==> src/rtl/crossbar_pkg.sv <==
// Shared definitions for the N-master x M-slave round-robin crossbar:
// arbiter state encoding and the width helper used for select/grant fields.
package crossbar_pkg;

  typedef enum logic {
    ARB_IDLE = 1'b0,
    ARB_BUSY = 1'b1
  } arb_state_t;

  // Bits needed to index 'value' items; never less than 1.
  function automatic int clog2(input int value);
    int w;
    w = 1;
    for (int i = 1; i < 31; i++) begin
      if ((1 << i) < value) w = i + 1;
    end
    return w;
  endfunction

endpackage

==> src/rtl/rr_arbiter.sv <==
// Per-slave round-robin arbiter: IDLE/BUSY FSM with a registered grant and pointer.
// Optional BUSY watchdog is built only when CROSSBAR_WDOG_EN is defined.
module rr_arbiter
  import crossbar_pkg::*;
#(
  parameter int N_MASTERS   = 4,
  parameter int TIMEOUT_CYC = 16,
  localparam int GW         = clog2(N_MASTERS)
) (
  input  logic                 clk,
  input  logic                 rst_n,
  input  logic [N_MASTERS-1:0] i_req,
  input  logic [N_MASTERS-1:0] i_m_req,
  input  logic                 i_s_ack,
  output logic                 o_busy,
  output logic [GW-1:0]        o_grant,
  output logic                 o_timeout
);

  localparam logic [GW:0] NM_W = (GW + 1)'(N_MASTERS);

  arb_state_t           r_state;
  logic [GW-1:0]        r_grant;
  logic [GW-1:0]        r_ptr;
  logic [N_MASTERS-1:0] w_rot;
  logic [GW-1:0]        w_off;
  logic [GW:0]          w_sum;
  logic [GW-1:0]        w_pick;
  logic [GW-1:0]        w_next_ptr;
  logic                 w_found;
  logic                 w_exit;

  // Rotate so bit 0 is the master at the pointer; first set bit wins.
  assign w_rot = N_MASTERS'({i_req, i_req} >> r_ptr);

  always_comb begin
    w_found = 1'b0;
    w_off   = '0;
    for (int k = 0; k < N_MASTERS; k++) begin
      if (!w_found && w_rot[k]) begin
        w_found = 1'b1;
        w_off   = GW'(k);
      end
    end
  end

  assign w_sum      = {1'b0, r_ptr} + {1'b0, w_off};
  assign w_pick     = (w_sum >= NM_W) ? GW'(w_sum - NM_W) : GW'(w_sum);
  assign w_next_ptr = (r_grant == GW'(N_MASTERS - 1)) ? '0 : r_grant + GW'(1);
  assign w_exit     = i_s_ack | ~i_m_req[r_grant] | o_timeout;

  always_ff @(posedge clk or negedge rst_n) begin
    if (!rst_n) begin
      r_state <= ARB_IDLE;
      r_grant <= '0;
      r_ptr   <= '0;
    end else begin
      case (r_state)
        ARB_IDLE: if (w_found) begin
          r_grant <= w_pick;
          r_state <= ARB_BUSY;
        end
        ARB_BUSY: if (w_exit) begin
          r_ptr   <= w_next_ptr;
          r_state <= ARB_IDLE;
        end
        default: r_state <= ARB_IDLE;
      endcase
    end
  end

`ifdef CROSSBAR_WDOG_EN
  localparam int CW = clog2(TIMEOUT_CYC);
  logic [CW-1:0] r_cnt;

  // Counts completed BUSY cycles; the TIMEOUT_CYC-th BUSY cycle aborts.
  always_ff @(posedge clk or negedge rst_n) begin
    if (!rst_n)                  r_cnt <= '0;
    else if (r_state == ARB_IDLE) r_cnt <= '0;
    else                          r_cnt <= r_cnt + CW'(1);
  end

  assign o_timeout = (r_state == ARB_BUSY) && (r_cnt == CW'(TIMEOUT_CYC - 1)) && !i_s_ack;
`else
  // The limit is at least 2, so this is constant low and BUSY waits indefinitely.
  assign o_timeout = (TIMEOUT_CYC < 0);
`endif

  assign o_busy  = (r_state == ARB_BUSY);
  assign o_grant = r_grant;

endmodule

==> src/rtl/crossbar_nm_rr.sv <==
// N-master x M-slave crossbar with one round-robin arbiter per slave.
// Define CROSSBAR_WDOG_EN to enable the per-slave BUSY watchdog and m_err.
module crossbar_nm_rr
  import crossbar_pkg::*;
#(
  parameter int N_MASTERS   = 4,
  parameter int N_SLAVES    = 4,
  parameter int ADDR_W      = 32,
  parameter int DATA_W      = 32,
  parameter int TIMEOUT_CYC = 16
) (
  input  logic                          clk,
  input  logic                          rst_n,
  input  logic [N_MASTERS-1:0]          m_req,
  input  logic [N_MASTERS-1:0]          m_cmd,
  input  logic [N_MASTERS*ADDR_W-1:0]   m_addr,
  input  logic [N_MASTERS*DATA_W-1:0]   m_wdata,
  output logic [N_MASTERS-1:0]          m_ack,
  output logic [N_MASTERS*DATA_W-1:0]   m_rdata,
  output logic [N_MASTERS-1:0]          m_err,
  output logic [N_SLAVES-1:0]           s_req,
  output logic [N_SLAVES-1:0]           s_cmd,
  output logic [N_SLAVES*ADDR_W-1:0]    s_addr,
  output logic [N_SLAVES*DATA_W-1:0]    s_wdata,
  input  logic [N_SLAVES-1:0]           s_ack,
  input  logic [N_SLAVES*DATA_W-1:0]    s_rdata
);

  localparam int SEL_W = clog2(N_SLAVES);
  localparam int GW    = clog2(N_MASTERS);

  logic [ADDR_W-1:0]    w_maddr  [N_MASTERS];
  logic [DATA_W-1:0]    w_mwdata [N_MASTERS];
  logic [SEL_W-1:0]     w_tgt    [N_MASTERS];
  logic [DATA_W-1:0]    w_srdata [N_SLAVES];
  logic [GW-1:0]        w_grant  [N_SLAVES];
  logic [N_MASTERS-1:0] w_sel    [N_SLAVES];
  logic [N_SLAVES-1:0]  w_busy;
  logic [N_SLAVES-1:0]  w_tout;

  for (genvar m = 0; m < N_MASTERS; m++) begin : g_mdec
    assign w_maddr[m]  = m_addr[m*ADDR_W +: ADDR_W];
    assign w_mwdata[m] = m_wdata[m*DATA_W +: DATA_W];
    assign w_tgt[m]    = w_maddr[m][ADDR_W-1 -: SEL_W];
  end

  for (genvar s = 0; s < N_SLAVES; s++) begin : g_slv
    logic [N_MASTERS-1:0] w_req_s;

    for (genvar m = 0; m < N_MASTERS; m++) begin : g_req
      assign w_req_s[m] = m_req[m] && (w_tgt[m] == SEL_W'(s));
    end

    // Abort watches the raw request so a retargeted address keeps the grant.
    rr_arbiter #(
      .N_MASTERS  (N_MASTERS),
      .TIMEOUT_CYC(TIMEOUT_CYC)
    ) u_arb (
      .clk      (clk),
      .rst_n    (rst_n),
      .i_req    (w_req_s),
      .i_m_req  (m_req),
      .i_s_ack  (s_ack[s]),
      .o_busy   (w_busy[s]),
      .o_grant  (w_grant[s]),
      .o_timeout(w_tout[s])
    );

    assign w_sel[s]    = w_busy[s] ? (N_MASTERS'(1) << w_grant[s]) : '0;
    assign w_srdata[s] = s_rdata[s*DATA_W +: DATA_W];
    assign s_req[s]    = w_busy[s] & ~w_tout[s];
    assign s_cmd[s]    = w_busy[s] & m_cmd[w_grant[s]];
    assign s_addr[s*ADDR_W +: ADDR_W]  = w_busy[s] ? w_maddr[w_grant[s]]  : '0;
    assign s_wdata[s*DATA_W +: DATA_W] = w_busy[s] ? w_mwdata[w_grant[s]] : '0;
  end

  for (genvar m = 0; m < N_MASTERS; m++) begin : g_mret
    logic              w_ack_m;
    logic [DATA_W-1:0] w_rd_m;

    always_comb begin
      w_ack_m = 1'b0;
      w_rd_m  = '0;
      for (int s = 0; s < N_SLAVES; s++) begin
        if (w_sel[s][m]) begin
          w_ack_m = w_ack_m | s_ack[s] | w_tout[s];
          w_rd_m  = w_rd_m | w_srdata[s];
        end
      end
    end

    assign m_ack[m]                    = w_ack_m;
    assign m_rdata[m*DATA_W +: DATA_W] = w_rd_m;

`ifdef CROSSBAR_WDOG_EN
    logic w_err_m;

    always_comb begin
      w_err_m = 1'b0;
      for (int s = 0; s < N_SLAVES; s++) begin
        if (w_sel[s][m]) w_err_m = w_err_m | w_tout[s];
      end
    end

    assign m_err[m] = w_err_m;
`else
    assign m_err[m] = 1'b0;
`endif
  end

endmodule

==> config.mk <==
export PLATFORM = sky130hd
export DESIGN_NAME = crossbar_nm_rr
export DESIGN_NICKNAME = d
export VERILOG_FILES = /design/src/rtl/crossbar_pkg.sv /design/src/rtl/rr_arbiter.sv /design/src/rtl/crossbar_nm_rr.sv
export SDC_FILE = /design/constraint.sdc
export NUM_CORES = 1
export LEC_CHECK = 0
export ABC_AREA = 1
export BUFFER_PORTS_ARGS = -buffer_cell sky130_fd_sc_hd__buf_2
export CAP_MARGIN = 10
export CORE_AREA = 2 2 308 310
export CTS_BUF_LIST = sky130_fd_sc_hd__clkbuf_16
export DETAILED_ROUTE_END_ITERATION = 12
export DIE_AREA = 0 0 310 312
export GPL_ROUTABILITY_DRIVEN = 0
export GPL_TIMING_DRIVEN = 1
export PLACE_DENSITY_LB_ADDON = 0.05
export SLEW_MARGIN = 20
export SYNTH_ARGS = -nofsm -noshare
export SYNTH_HDL_FRONTEND = slang
export SYNTH_SLANG_ARGS = --single-unit
==> constraint.sdc <==
create_clock -name clk -period 3 [get_ports clk]
set_input_delay 0.9 -clock clk [delete_from_list [all_inputs] [get_ports clk]]
set_output_delay 0.9 -clock clk [all_outputs]
set_load 0.01 [all_outputs]
## Word-level counts from Yosys, hierarchy flattened

Cells that the tools add are included.

| word-level totals | value |
|---|---|
| register bits | 20 |
| bits in latches | 0 |
| memory bits (writable) | 0 |
| bits in read-only memories | 0 |
| output and inout bits | 400 |
| logic and storage cells | 288 |
| memories kept | 0 |

| cells by class | value |
|---|---|
| add/subtract/negate cells | 12 |
| multipliers | 0 |
| div/mod/pow operators | 0 |
| order comparisons | 12 |
| equality and inequality tests | 16 |
| shift-type cells | 8 |
| mux-type cells | 132 |
| bitwise logic cells | 44 |
| reduce and logical (&&, ||, !) cells | 52 |

Operators by type and width:

| cell | number |
|---|---|
| $mux 32 | 40 |
| $bmux 32 s2 | 8 |
| $or 32x32->32 | 12 |
| $mux 1 | 52 |
| $mux 2 | 16 |
| $shr 8x2->4 | 4 |
| $logic_and 1x1->1 | 28 |
| $eq 2x2->1 const B | 12 |
| $ge 3x3->1 const B | 8 |
| $bmux 1 s2 | 8 |
| $mux 4 | 4 |
| $or 1x1->1 | 16 |
| $reduce_and 2->1 | 8 |
| $shl 1x2->4 const A | 4 |
| $add 2x2->3 | 4 |
| $logic_not 1->1 | 12 |
| $lt 2x3->1 const B | 4 |
| $not 2->3 | 4 |
| $add 2x1->2 const B | 4 |
| $eq 2x1->1 const B | 4 |
| $logic_not 2->1 | 4 |
| $not 1->1 | 8 |
| $pmux 1 s2 | 4 |
| $sub 2x1->2 const B | 4 |
| $and 1x1->1 | 4 |

## Logic depth before layout (Yosys ltp)

| logic depth | value |
|---|---|
| word-level depth | 16 |
| mapped depth | 17 |
| gate-level depth less buffers | 16 |

## Cells and area by module

Synthesis repeated with hierarchy kept, for this count alone.

| unflattened totals | value |
|---|---|
| cells, all modules | 3625 |
| area, all modules | 16911.2 sq um |

By module, submodules not included:

| module | times used | cells an instance | area an instance (sq um) | sequential area each (sq um) |
|---|---|---|---|---|
| crossbar_nm_rr | 1 | 3341 | 15124.5 | 0.0 |
| rr_arbiter | 4 | 71 | 446.7 | 125.1 |

## Least setup slack after synthesis

No wires, ideal clock.

| timing path | value |
|---|---|
| kind | reg2out |
| from | register g_slv[0].u_arb.r_grant[0] |
| to | output m_rdata[66] |
| data arrival time | 1799 ps |
| required time | 2100 ps |
| path slack | 301 ps |
| stages on the path, launching flop included | 10 |
| cells stage by stage | dfrtp_1 > buf_2 > buf_2 > inv_1 > ha_1 > nand2_1 > buf_2 > inv_1 > a221oi_1 > o21ai_0 |

| on the way | value |
|---|---|
| word-level cells in the longest chain between the ends | 9 |

Ends and longest elaborated chain:

| what | RTL line | RTL |
|---|---|---|
| start, declared | rr_arbiter.sv:23 | `logic [GW-1:0] r_grant;` |
| start signal, assigned | rr_arbiter.sv:60 | `r_grant <= w_pick;` |
| $shl 1x2->4 * | crossbar_nm_rr.sv:69 | `assign w_sel[s] = w_busy[s] ? (N_MASTERS'(1) << w_grant[s]) : '0;` |
| $mux 4 * | crossbar_nm_rr.sv:69 |  |
| $mux 32 * | crossbar_nm_rr.sv:85 | `if (w_sel[s][m]) begin` |
| $or 32x32->32 | crossbar_nm_rr.sv:87 | `w_rd_m = w_rd_m \| w_srdata[s];` |
| $mux 32 * | crossbar_nm_rr.sv:85 |  |
| $or 32x32->32 | crossbar_nm_rr.sv:87 |  |
| $mux 32 * | crossbar_nm_rr.sv:85 |  |
| $or 32x32->32 | crossbar_nm_rr.sv:87 |  |
| $mux 32 * | crossbar_nm_rr.sv:85 |  |
| end, declared | crossbar_nm_rr.sv:19 | `output logic [N_MASTERS*DATA_W-1:0] m_rdata,` |

Mark *: on every way between the ends. The rest lies on a longest branch, timed or not.

## Worst setup path after layout

| timing path | value |
|---|---|
| from | register g_slv[2].u_arb.r_grant[0] |
| to | output s_addr[69] |

| on the way | value |
|---|---|
| word-level cells in the longest chain between the ends | 5 |

Ends and longest elaborated chain:

| what | RTL line | RTL |
|---|---|---|
| start, declared | rr_arbiter.sv:23 |  |
| start signal, assigned | rr_arbiter.sv:60 |  |
| $not 2->3 (implied by the code) | crossbar_nm_rr.sv:73 | `assign s_addr[s*ADDR_W +: ADDR_W] = w_busy[s] ? w_maddr[w_grant[s]] : '0;` |
| $bmux 32 s2 | crossbar_nm_rr.sv:73 |  |
| $mux 32 (implied by the code) (2 in series) | crossbar_nm_rr.sv:73 |  |
| $mux 32 | crossbar_nm_rr.sv:73 |  |
| end, declared | crossbar_nm_rr.sv:23 | `output logic [N_SLAVES*ADDR_W-1:0] s_addr,` |

No other way between the ends. The select of a mux whose other input is x is not followed.

==> impl_metrics.py <==
metrics = {
    "clock_tree": {
        "cts_tree": "done",
        "clkSinkCount": 20,
        "holdBufCountCts": 0,
        "numCtsBuffers": 3,
        "clockBufferDepth": 2,
        "h-tree-depth": 1,
        "insertion_delay_ns": 0.26,
        "root_buffer": "clkbuf_16",
        "path_clk_slew_ns": 0.06,
    },
    "worst_setup_path": {
        "worstSetupStartpointType": "flop",
        "setup.worst_path.end_class": "primary output",
        "slowest_delay_ns": 0.48,
        "slowest_stage": "buf_12",
        "arrival_ns": 2.24,
        "critPathMaxFanout": 170,
        "worstPathRequired_ns": 2.10,
        "crit_chain": "buf_12 -> o211ai_1 -> a21oi_1 -> buf_4 -> buf_2",
        "critical_path_class": "flop to primary output",
    },
    "power": {
        "power_frac_seq_pct": 3.7,
        "power_leakage_nw": 9.04,
        "intPower_mw": 8.16,
        "ir_drop_v": 0.000778,
        "combPwrFrac_pct": 94.6,
        "clkPwrFrac_pct": 1.7,
        "switching_share_pct": 64.3,
        "fin_total_pwr_mw": 22.9,
        "power_density_mw_per_mm2": 1180,
        "switchingPower_mw": 14.7,
    },
    "logic_synthesis": {
        "ys_seq_elements": 20,
        "synth_warnings": 0,
        "synth_area_sq_mm": 0.0133,
        "synth_top_area_share_pct": 24.6,
        "synth_edf_count": 0,
        "ys_types": 28,
        "synthCells": 2553,
        "yosys.area.top_type": "a21oi_1",
        "seq_area_frac_synth_pct": 3.76,
        "async_reset_ff_share_pct": 100,
        "synth_ff_type": "dfrtp_1",
        "syn_area_per_cell_sq_um": 5.21,
        "ys_top_cells_by_area": "a21oi_1, o21ai_0, o211ai_1",
    },
    "floorplanning": {
        "initial_core_util_pct": 14.3,
        "row_count": 112,
        "dieArea_sq_mm": 0.0967,
        "dieWidth_um": 310,
        "die_h_um": 312,
        "boundaryPins": 798,
        "coreArea_sq_mm": 0.0930,
    },
    "sta": {
        "clock_skew_ns": 0.000820,
        "slew-limit-headroom_pct": 45.1,
        "worst_hold_slack_ns": 0.614,
        "max_freq_mhz": 318,
        "fin_ws_ns": -0.141,
        "tns_ns": -0.230,
        "worst_slew_pin_slew_ns": 0.823,
        "fin_crit_sh_pct": 105,
        "finalHoldViolCount": 0,
        "setup_viol": 4,
        "rsz0062_at_grt": "true",
        "finalMaxSlewViolations": 0,
        "fin_crit_ns": 3.14,
    },
    "run": {
        "cap_violations": 0,
    },
    "routing": {
        "drc_errors": 0,
        "wl_um": 105000,
        "drt_iter0_markers": 1827,
        "drtAntennaViolNets": 0,
        "dr.pass1.iters": 6,
        "num_vias": 22100,
        "routedWlPerCell_um": 23.6,
        "viasPerCell": 4.97,
    },
    "place": {
        "dp_hpwl_um": 78100,
        "dp_cells": 4421,
        "dpl_cell_area_sq_mm": 0.0187,
        "portBuffers": 793,
        "pre_cts_slack_ns": 0.0751,
    },
    "final_layout": {
        "nets": 3600,
        "mostFrequentLayoutCells": "buf_2, a21oi_1, o21ai_0, nand2_1, o211ai_1",
        "layout-drive-gt1-share_pct": 31.4,
        "stdcell_area_sq_mm": 0.0194,
        "final_common_cell": "buf_2",
        "finalNonFillerCells": 4452,
        "syn_to_final_growth_pct": 46.1,
        "postLayoutCoreUtil_pct": 20.9,
    },
    "global_routing": {
        "grt_start_max_net_pins": 171,
        "track_usage_pct": 20.0,
        "grt_antenna_before_repair": 50,
        "overflow": 0,
        "grt_pass1_wl_um": 147000,
        "first_global_vias": 21200,
    },
    "outcome": {
        "status": "finished with violations",
        "violations": "setup timing",
    },
    "hold_path": {
        "hp-class": "input port to async pin",
    },
}
==> worst max-delay path: cells and delay by family, from the launching register on <==
| kind | cells | cell delay (ns) |
|---|---|---|
| buffers and inverters | 3 | 0.78 |
| flip-flops | 1 | 0.46 |
| AO/OA/AOI/OAI | 2 | 0.52 |
==> power by group through the flow <==
stage,registers [mW],logic (mW),clock network [mW]
after floorplan,0.536,12.1,0
after global placement,0.829,21.1,0
after detailed placement,0.825,21.1,0
after CTS,0.828,21.3,0.401
after global routing,0.882,23.6,0.418
final,0.842,21.6,0.388
==> flip-flops by register name, indices dropped and copies added (netlist names) <==
name	flops
g_slv.u_arb.o_busy	4
g_slv.u_arb.o_grant	8
g_slv.u_arb.r_ptr	8
==> area by class of cell <==
| cell class | count | area [sq um] |
|---|---|---|
| multi-input combinational | 1990 | 10800 |
| sequential | 20 | 532 |
| antenna | 17 | 42.5 |
| tap | 1254 | 1570 |
| fill | 11100 | 73600 |
| timing repair buffer | 897 | 5350 |
| inverter | 270 | 1020 |
| clock inverter | 1 | 30.0 |
| clock buffer | 3 | 75.1 |
==> layer usage <==
metal | global-route usage [%] | up-vias | wire (um)
met3 | 4.42 | 192 | 8480
met1 | 23.4 | 10400 | 40800
met5 | 0 | - | 332
li1 | - | 10400 | -
met4 | 7.09 | 50 | 3820
met2 | 35.6 | 1067 | 51600
==> timing repair <==
| item | in CTS | in global routing |
|---|---|---|
| cloned | 1 | 5 |
| pin swaps | 1 | 16 |
| setup buffers | 0 | 5 |
| resized for setup | 21 | 97 |
| setup endpoints to repair | 99 | 95 |
==> synth_stat cells, types with 2 or more instances <==
cell / n
nand2_1: 381
clkbuf_1: 121
nor2_1: 28
dfrtp_1: 20
buf_2: 105
nand2_2: 6
a21oi_1: 654
nand4_1: 22
o31ai_1: 4
buf_4: 18
o21ai_1: 2
inv_1: 261
a21boi_0: 2
o21ai_0: 410
inv_2: 9
nor2_2: 4
nand3_2: 3
o211ai_1: 256
buf_1: 29
nand3_1: 55
ha_1: 20
buf_6: 4
xor2_1: 4
a221oi_1: 16
o22ai_1: 116
==> final timing paths <==
check                      depth (start not counted)                 startpoint  slack (ns)                         to
setup / recovery                                   5  g_slv[2].u_arb.o_grant[0]       -0.14                 s_addr[69]
hold / removal                                     1                      rst_n        0.61    g_slv[1].u_arb.r_ptr[1]
setup reg to reg                                  14    g_slv[1].u_arb.r_ptr[0]        0.78  g_slv[1].u_arb.o_grant[1]
hold reg to reg                                    1  g_slv[1].u_arb.o_grant[0]        0.63    g_slv[1].u_arb.r_ptr[0]
max in group asynchronous                          1                      rst_n        1.96  g_slv[2].u_arb.o_grant[1]
min in group clk                                   1  g_slv[1].u_arb.o_grant[0]        0.63    g_slv[1].u_arb.r_ptr[0]
==> logic make-up (layout without fill, tap and decap cells) <==
logic type	Yosys count	after routing	synth area share (%)
AO/OA/AOI/OAI	1461	1461	61.5
other	1	21	0.0282
buffers and inverters	547	1171	17.2
XOR/XNOR	4	4	0.263
adder cells (fa/ha/maj)	20	20	1.88
flip-flops	20	20	3.76
AND/OR/NAND/NOR	500	501	15.4
Power figures use the tool's default switching activity.
